<file path="src/rtl/pwm_cfg_spi_loader.sv">
// SPI-style config loader: shadows duty/max_value words received from the Arduino and presents them to pwm_module.
// Optional macro PWM_CFG_SPI_LOADER_PERIOD_SYNC_EN defers the shadow-to-active copy to the PWM period_end pulse.
module pwm_cfg_spi_loader #(
    parameter int unsigned WIDTH = 8
) (
    input  logic             clk,
    input  logic             rst_n,
    input  logic             sclk,
    input  logic             mosi,
    input  logic             cs_n,
    input  logic             period_end,
    output logic [WIDTH-1:0] duty,
    output logic [WIDTH-1:0] max_value,
    output logic             pending,
    output logic             frame_ok,
    output logic             frame_err
);

    localparam int unsigned CMD_W = 8;
    localparam int unsigned MAX_BITS = (WIDTH > CMD_W) ? WIDTH : CMD_W;
    localparam int unsigned CNT_W = $clog2(MAX_BITS) + 1;
    localparam logic [CMD_W-1:0] CMD_DUTY = 8'h01;
    localparam logic [CMD_W-1:0] CMD_MAX  = 8'h02;

    typedef enum logic [2:0] {
        S_IDLE,
        S_CMD,
        S_DATA,
        S_DONE,
        S_WAIT_CS
    } state_t;

    state_t             state, state_nxt;
    logic [CNT_W-1:0]   bit_cnt, bit_cnt_nxt;
    logic [CMD_W-1:0]   cmd_sr, cmd_sr_nxt;
    logic [WIDTH-1:0]   data_sr, data_sr_nxt;
    logic [WIDTH-1:0]   shadow_duty, shadow_duty_nxt;
    logic [WIDTH-1:0]   shadow_max, shadow_max_nxt;
    logic [WIDTH-1:0]   duty_nxt, max_value_nxt;
    logic               pending_nxt, frame_ok_nxt, frame_err_nxt;

    // [0],[1] are the two sync flops; [2] is the edge-detect history register
    logic [2:0]         sclk_sync, cs_sync;
    logic [1:0]         mosi_sync;

    logic               sclk_rise_c, cs_fall_c, cs_rise_c, mosi_bit_c;

    always_ff @(posedge clk or negedge rst_n) begin
        if (!rst_n) begin
            sclk_sync <= 3'b000;
            cs_sync   <= 3'b111;
            mosi_sync <= 2'b00;
        end else begin
            sclk_sync <= {sclk_sync[1:0], sclk};
            cs_sync   <= {cs_sync[1:0], cs_n};
            mosi_sync <= {mosi_sync[0], mosi};
        end
    end

    assign sclk_rise_c = sclk_sync[1] & ~sclk_sync[2];
    assign cs_fall_c   = ~cs_sync[1] & cs_sync[2];
    assign cs_rise_c   = cs_sync[1] & ~cs_sync[2];
    assign mosi_bit_c  = mosi_sync[1];

    always_ff @(posedge clk or negedge rst_n) begin
        if (!rst_n) begin
            state       <= S_IDLE;
            bit_cnt     <= '0;
            cmd_sr      <= '0;
            data_sr     <= '0;
            shadow_duty <= '0;
            shadow_max  <= '1;
            duty        <= '0;
            max_value   <= '1;
            pending     <= 1'b0;
            frame_ok    <= 1'b0;
            frame_err   <= 1'b0;
        end else begin
            state       <= state_nxt;
            bit_cnt     <= bit_cnt_nxt;
            cmd_sr      <= cmd_sr_nxt;
            data_sr     <= data_sr_nxt;
            shadow_duty <= shadow_duty_nxt;
            shadow_max  <= shadow_max_nxt;
            duty        <= duty_nxt;
            max_value   <= max_value_nxt;
            pending     <= pending_nxt;
            frame_ok    <= frame_ok_nxt;
            frame_err   <= frame_err_nxt;
        end
    end

    always_comb begin
        state_nxt       = state;
        bit_cnt_nxt     = bit_cnt;
        cmd_sr_nxt      = cmd_sr;
        data_sr_nxt     = data_sr;
        shadow_duty_nxt = shadow_duty;
        shadow_max_nxt  = shadow_max;
        duty_nxt        = duty;
        max_value_nxt   = max_value;
        pending_nxt     = pending;
        frame_ok_nxt    = 1'b0;
        frame_err_nxt   = 1'b0;

        case (state)
            S_IDLE: begin
                if (cs_fall_c) begin
                    state_nxt   = S_CMD;
                    bit_cnt_nxt = '0;
                end
            end
            S_CMD: begin
                if (cs_rise_c) begin
                    frame_err_nxt = 1'b1;
                    state_nxt     = S_IDLE;
                end else if (sclk_rise_c) begin
                    cmd_sr_nxt = {cmd_sr[CMD_W-2:0], mosi_bit_c};
                    if (bit_cnt == CNT_W'(CMD_W - 1)) begin
                        state_nxt   = S_DATA;
                        bit_cnt_nxt = '0;
                    end else begin
                        bit_cnt_nxt = bit_cnt + CNT_W'(1);
                    end
                end
            end
            S_DATA: begin
                if (cs_rise_c) begin
                    frame_err_nxt = 1'b1;
                    state_nxt     = S_IDLE;
                end else if (sclk_rise_c) begin
                    data_sr_nxt = {data_sr[WIDTH-2:0], mosi_bit_c};
                    if (bit_cnt == CNT_W'(WIDTH - 1)) begin
                        state_nxt = S_DONE;
                    end else begin
                        bit_cnt_nxt = bit_cnt + CNT_W'(1);
                    end
                end
            end
            S_DONE: begin
                if (cmd_sr == CMD_DUTY) begin
                    shadow_duty_nxt = data_sr;
                    frame_ok_nxt    = 1'b1;
                end else if (cmd_sr == CMD_MAX) begin
                    shadow_max_nxt = data_sr;
                    frame_ok_nxt   = 1'b1;
                end else begin
                    frame_err_nxt = 1'b1;
                end
                // a cs_n release landing exactly on this cycle must not strand us in WAIT_CS
                state_nxt = cs_rise_c ? S_IDLE : S_WAIT_CS;
            end
            S_WAIT_CS: begin
                if (cs_rise_c) begin
                    state_nxt = S_IDLE;
                end
            end
            default: state_nxt = S_IDLE;
        endcase

`ifdef PWM_CFG_SPI_LOADER_PERIOD_SYNC_EN
        // copy reads the old shadows; a write in the same cycle re-arms pending
        if (period_end && pending) begin
            duty_nxt      = shadow_duty;
            max_value_nxt = shadow_max;
            pending_nxt   = 1'b0;
        end
        if (frame_ok_nxt) begin
            pending_nxt = 1'b1;
        end
`else
        if (frame_ok_nxt) begin
            duty_nxt      = shadow_duty_nxt;
            max_value_nxt = shadow_max_nxt;
        end
        pending_nxt = 1'b0;
`endif
    end

`ifndef PWM_CFG_SPI_LOADER_PERIOD_SYNC_EN
    logic unused_period_end;
    assign unused_period_end = period_end;
`endif

endmodule
</file>
<file path="config.mk">
export PLATFORM = sky130hd
export DESIGN_NAME = pwm_cfg_spi_loader
export DESIGN_NICKNAME = d
export VERILOG_FILES = /design/src/rtl/pwm_cfg_spi_loader.sv
export SDC_FILE = /design/constraint.sdc
export NUM_CORES = 1
export LEC_CHECK = 0
export CAP_MARGIN = 5
export CORE_MARGIN = 4
export CORE_UTILIZATION = 55
export CTS_BUF_LIST = sky130_fd_sc_hd__clkbuf_2
export CTS_CLUSTER_SIZE = 12
export DETAILED_ROUTE_END_ITERATION = 10
export GPL_TIMING_DRIVEN = 0
export PLACE_DENSITY = 0.77
export SLEW_MARGIN = 20
export SYNTH_ARGS = -nofsm -noshare
export SYNTH_HDL_FRONTEND = slang
export SYNTH_SLANG_ARGS = --single-unit
</file>
<file path="constraint.sdc">
create_clock -name clk -period 2.7 [get_ports clk]
set_input_delay 0.81 -clock clk [delete_from_list [all_inputs] [get_ports clk]]
set_output_delay 0.81 -clock clk [all_outputs]
set_load 0.02 [all_outputs]
</file>
==> flow_metrics.py <==
metrics = {
    "routing": {
        "ant_nets": 0,
        "drt_first_pass_iters": 5,
        "drc": 0,
        "drtIter0Drc": 272,
        "drt-met1-wl_um": 3160,
        "via_count": 2558,
        "finalWirelength_um": 7460,
        "dr_wl_met3_um": 638,
        "wire_per_inst_um": 18.1,
        "wl_met2_um": 3510,
        "post_drt_via_cell_ratio": 6.19,
        "routed.top_layer": "met4",
    },
    "yosys": {
        "yosys.area.top_type": "dfrtp_1",
        "yosys.area.top_type_share_pct": 35.3,
        "synthDistinctLibCells": 52,
        "synthTopCellsByArea": "dfrtp_1 35%, dfstp_2 15%, mux2_2 8.6%, nand2_1 3.8%, o221a_2 2.8%",
        "syn_inst": 302,
        "synth_nets": 309,
        "syn-mean-instance-area_um2": 10.8,
        "synth_async_sr_flop_share_pct": 100,
        "synth_edf_count": 0,
        "synth-seq-cells": 65,
        "seq_area_frac_synth_pct": 50.7,
        "yosysWarnings": 0,
        "syn_area_mm2": 0.00326,
        "ys.flop_type": "dfrtp_1",
    },
    "power_and_ir_drop": {
        "vdd_drop_max_mv": 0.495,
        "finalPower_w": 0.00241,
        "p_leak_nw": 1.60,
        "power_density_mw_per_mm2": 649,
    },
    "sta": {
        "period_share_pct": 93.9,
        "rsz0062_at_grt": "false",
        "fmax_mhz": 395,
        "hold_viol_final": 0,
        "finalWorstSetupSlack_ns": 0.165,
        "period_needed_ns": 2.53,
        "tightestPinTransition_ns": 0.700,
        "fin_skew_ns": 0.0321,
        "slew_headroom_pct": 53.2,
        "finalMaxSlewViolations": 0,
        "setup_violations": 0,
    },
    "clock_network": {
        "cts_tree": "built",
        "clk_pin_slew_ns": 0.17,
        "cts_htree_levels": 3,
        "cts_resized": 0,
        "cts_hold_buf": 0,
        "postCtsSetupBuffers": 0,
        "clk_path_buf_depth": 2,
        "clock_latency_ns": 0.51,
        "cts_buffers": 9,
        "cts-root-buf": "clkbuf_2",
        "cts.sinks": 65,
    },
    "placed_design": {
        "hpwl_um": 4990,
        "io_buffers": 22,
        "gp_congestion": 0.866,
        "pre_cts_slack_ns": 0.732,
    },
    "critical_path": {
        "worstRegToRegCells": 5,
        "worst_setup_path_end_kind": "output port",
        "timing.critical_path.buf_inv": 1,
        "regToRegSetupSlack_ns": 0.75,
        "critPathMaxFanout": 4,
        "cp_cell_sequence": "clkdlybuf4s50_1",
        "critPathRequiredTime_ns": 1.89,
        "critPathArrivalTime_ns": 1.72,
        "cp_slowest_cell": "clkdlybuf4s50_1",
        "r2r_start": "cmd_sr[0]",
        "critPathTopFamily": "buffers and inverters",
        "r2r-end": "duty[1]",
        "crit_type": "flop to output port",
        "slowest_delay_ns": 0.62,
        "worstSetupStartpointType": "flop",
    },
    "worst_hold_path": {
        "hp-class": "input pin to async pin",
    },
    "final_layout": {
        "fill_cells": 451,
        "multi_input_area_mm2": 0.00142,
        "seqCellArea_mm2": 0.00165,
        "syn_to_final_growth_pct": 14.2,
        "drive_gt1_share_pct": 25.8,
        "nets": 343,
        "n_antenna_cell": 0,
    },
    "global_route": {
        "grt.total_usage_pct": 21.8,
        "grt_pass1_vias": 2471,
        "antenna_found_initial": 0,
        "grt_max_degree": 47,
        "grt_pass1_wl_um": 12300,
        "grt-ovfl-total": 0,
    },
    "floorplanning": {
        "io_pins": 25,
        "rows": 27,
        "die_area_mm2": 0.00722,
        "fp.dieW_um": 85.0,
        "start_util_pct": 58.1,
        "core_area_mm2": 0.00561,
        "die_y_um": 85.0,
    },
    "run": {
        "cap_violations": 0,
    },
    "outcome": {
        "status": "completed",
    },
}
## layer usage
layer | track usage (%) | vias up
li1 | - | 1148
met1 | 29.4 | 1264
met2 | 33.5 | 130
met3 | 5.24 | 16
met4 | 9.64 | 0
met5 | 0 | -
## final cells by class
cell class / instances / share of cell area [%]
Inverter: 18 / 1.82
Clock inverter: 5 / 1.92
Tap cell: 72 / 2.42
Clock buffer: 11 / 1.48
Sequential cell: 65 / 44.4
Buffer: 22 / 3.33
Timing Repair Buffer: 23 / 6.59
Multi-Input combinational cell: 197 / 38.1
## layout by cell type (no fill, tap or decap), types with 11 or more instances in the layout
cell / synthesis / final
clkbuf_2: 0 / 11
clkdlybuf4s50_1: 0 / 21
dfrtp_1: 46 / 46
dfstp_2: 19 / 19
inv_1: 18 / 18
mux2_2: 25 / 25
nand2_1: 33 / 33
nor2_1: 22 / 22
nor2b_1: 12 / 12
## worst max-delay path by stage
stage	startpoint	to	slack (ns)	cells after the start
6_report	max_value[1]	max_value[1]	0.17	1
4_1_cts	max_value[4]	max_value[4]	0.15	1
3_5_place_dp	max_value[1]	max_value[1]	0.73	1
5_1_grt	max_value[1]	max_value[1]	0.09	1
3_3_place_gp	rst_n	data_sr[6]	-1.25	1
2_1_floorplan	cs_sync[2]	bit_cnt[0]	0.96	4
## sequential cells by signal (all words and copies together) (netlist names), 4 cells and up
signal and cells:
data_sr 8, cmd_sr 8, shadow_max 8, duty 8
max_value 8, bit_cnt 4, shadow_duty 8
## power breakdown
group | switching [W] | internal, W | total [W]
clock network | 0.000348 | 0.000306 | 0.000654
logic | 0.000410 | 0.000229 | 0.000639
registers | 0.0000631 | 0.00106 | 0.00112
## metrics by stage
stage          hold slack, ns  instance area [µm²]  setup TNS [ns]  instances  utilization [%]
2_1_floorplan           0.331                 3260               0        302                -
3_3_place_gp            0.332                 3570          -67.62        396             63.6
3_5_place_dp            0.336                 3590               0        397             64.1
4_1_cts                 0.137                 3720               0        413             66.3
5_1_grt                 0.105                 3720               0        413             66.3
6_report                0.152                 3720               0        413             66.3
## kinds of logic (layout without fill, tap and decap cells)
| group | Yosys count | count (layout) | share of synthesized area [%] |
|---|---|---|---|
| and+or+nand+nor | 97 | 97 | 15.6 |
| DFF | 65 | 65 | 50.7 |
| AOI/OAI and AO/OA | 62 | 62 | 15.2 |
| buffers and inverters | 40 | 79 | 5.88 |
| muxes | 34 | 34 | 11.6 |
| xor gates and xnor gates | 2 | 2 | 0.538 |
| adders and majority gates | 1 | 1 | 0.384 |
| other | 1 | 1 | 0.115 |
## synthesized netlist by cell type, types with 2 or more instances
cell type / number
mux2i_1: 8
mux2_2: 25
a31oi_1: 10
buf_4: 3
nor2_1: 22
buf_2: 6
buf_6: 3
o21ai_0: 10
dfstp_2: 19
nand2b_1: 4
a221o_1: 8
nand2_1: 33
inv_1: 18
nand3_1: 6
o31ai_1: 8
a41o_1: 8
a21oi_1: 2
nand4_1: 3
dfrtp_1: 46
nor2b_1: 12
clkbuf_1: 9
nand3b_1: 2
o221a_2: 8
No activity file was read; power rests on OpenSTA's default activity.
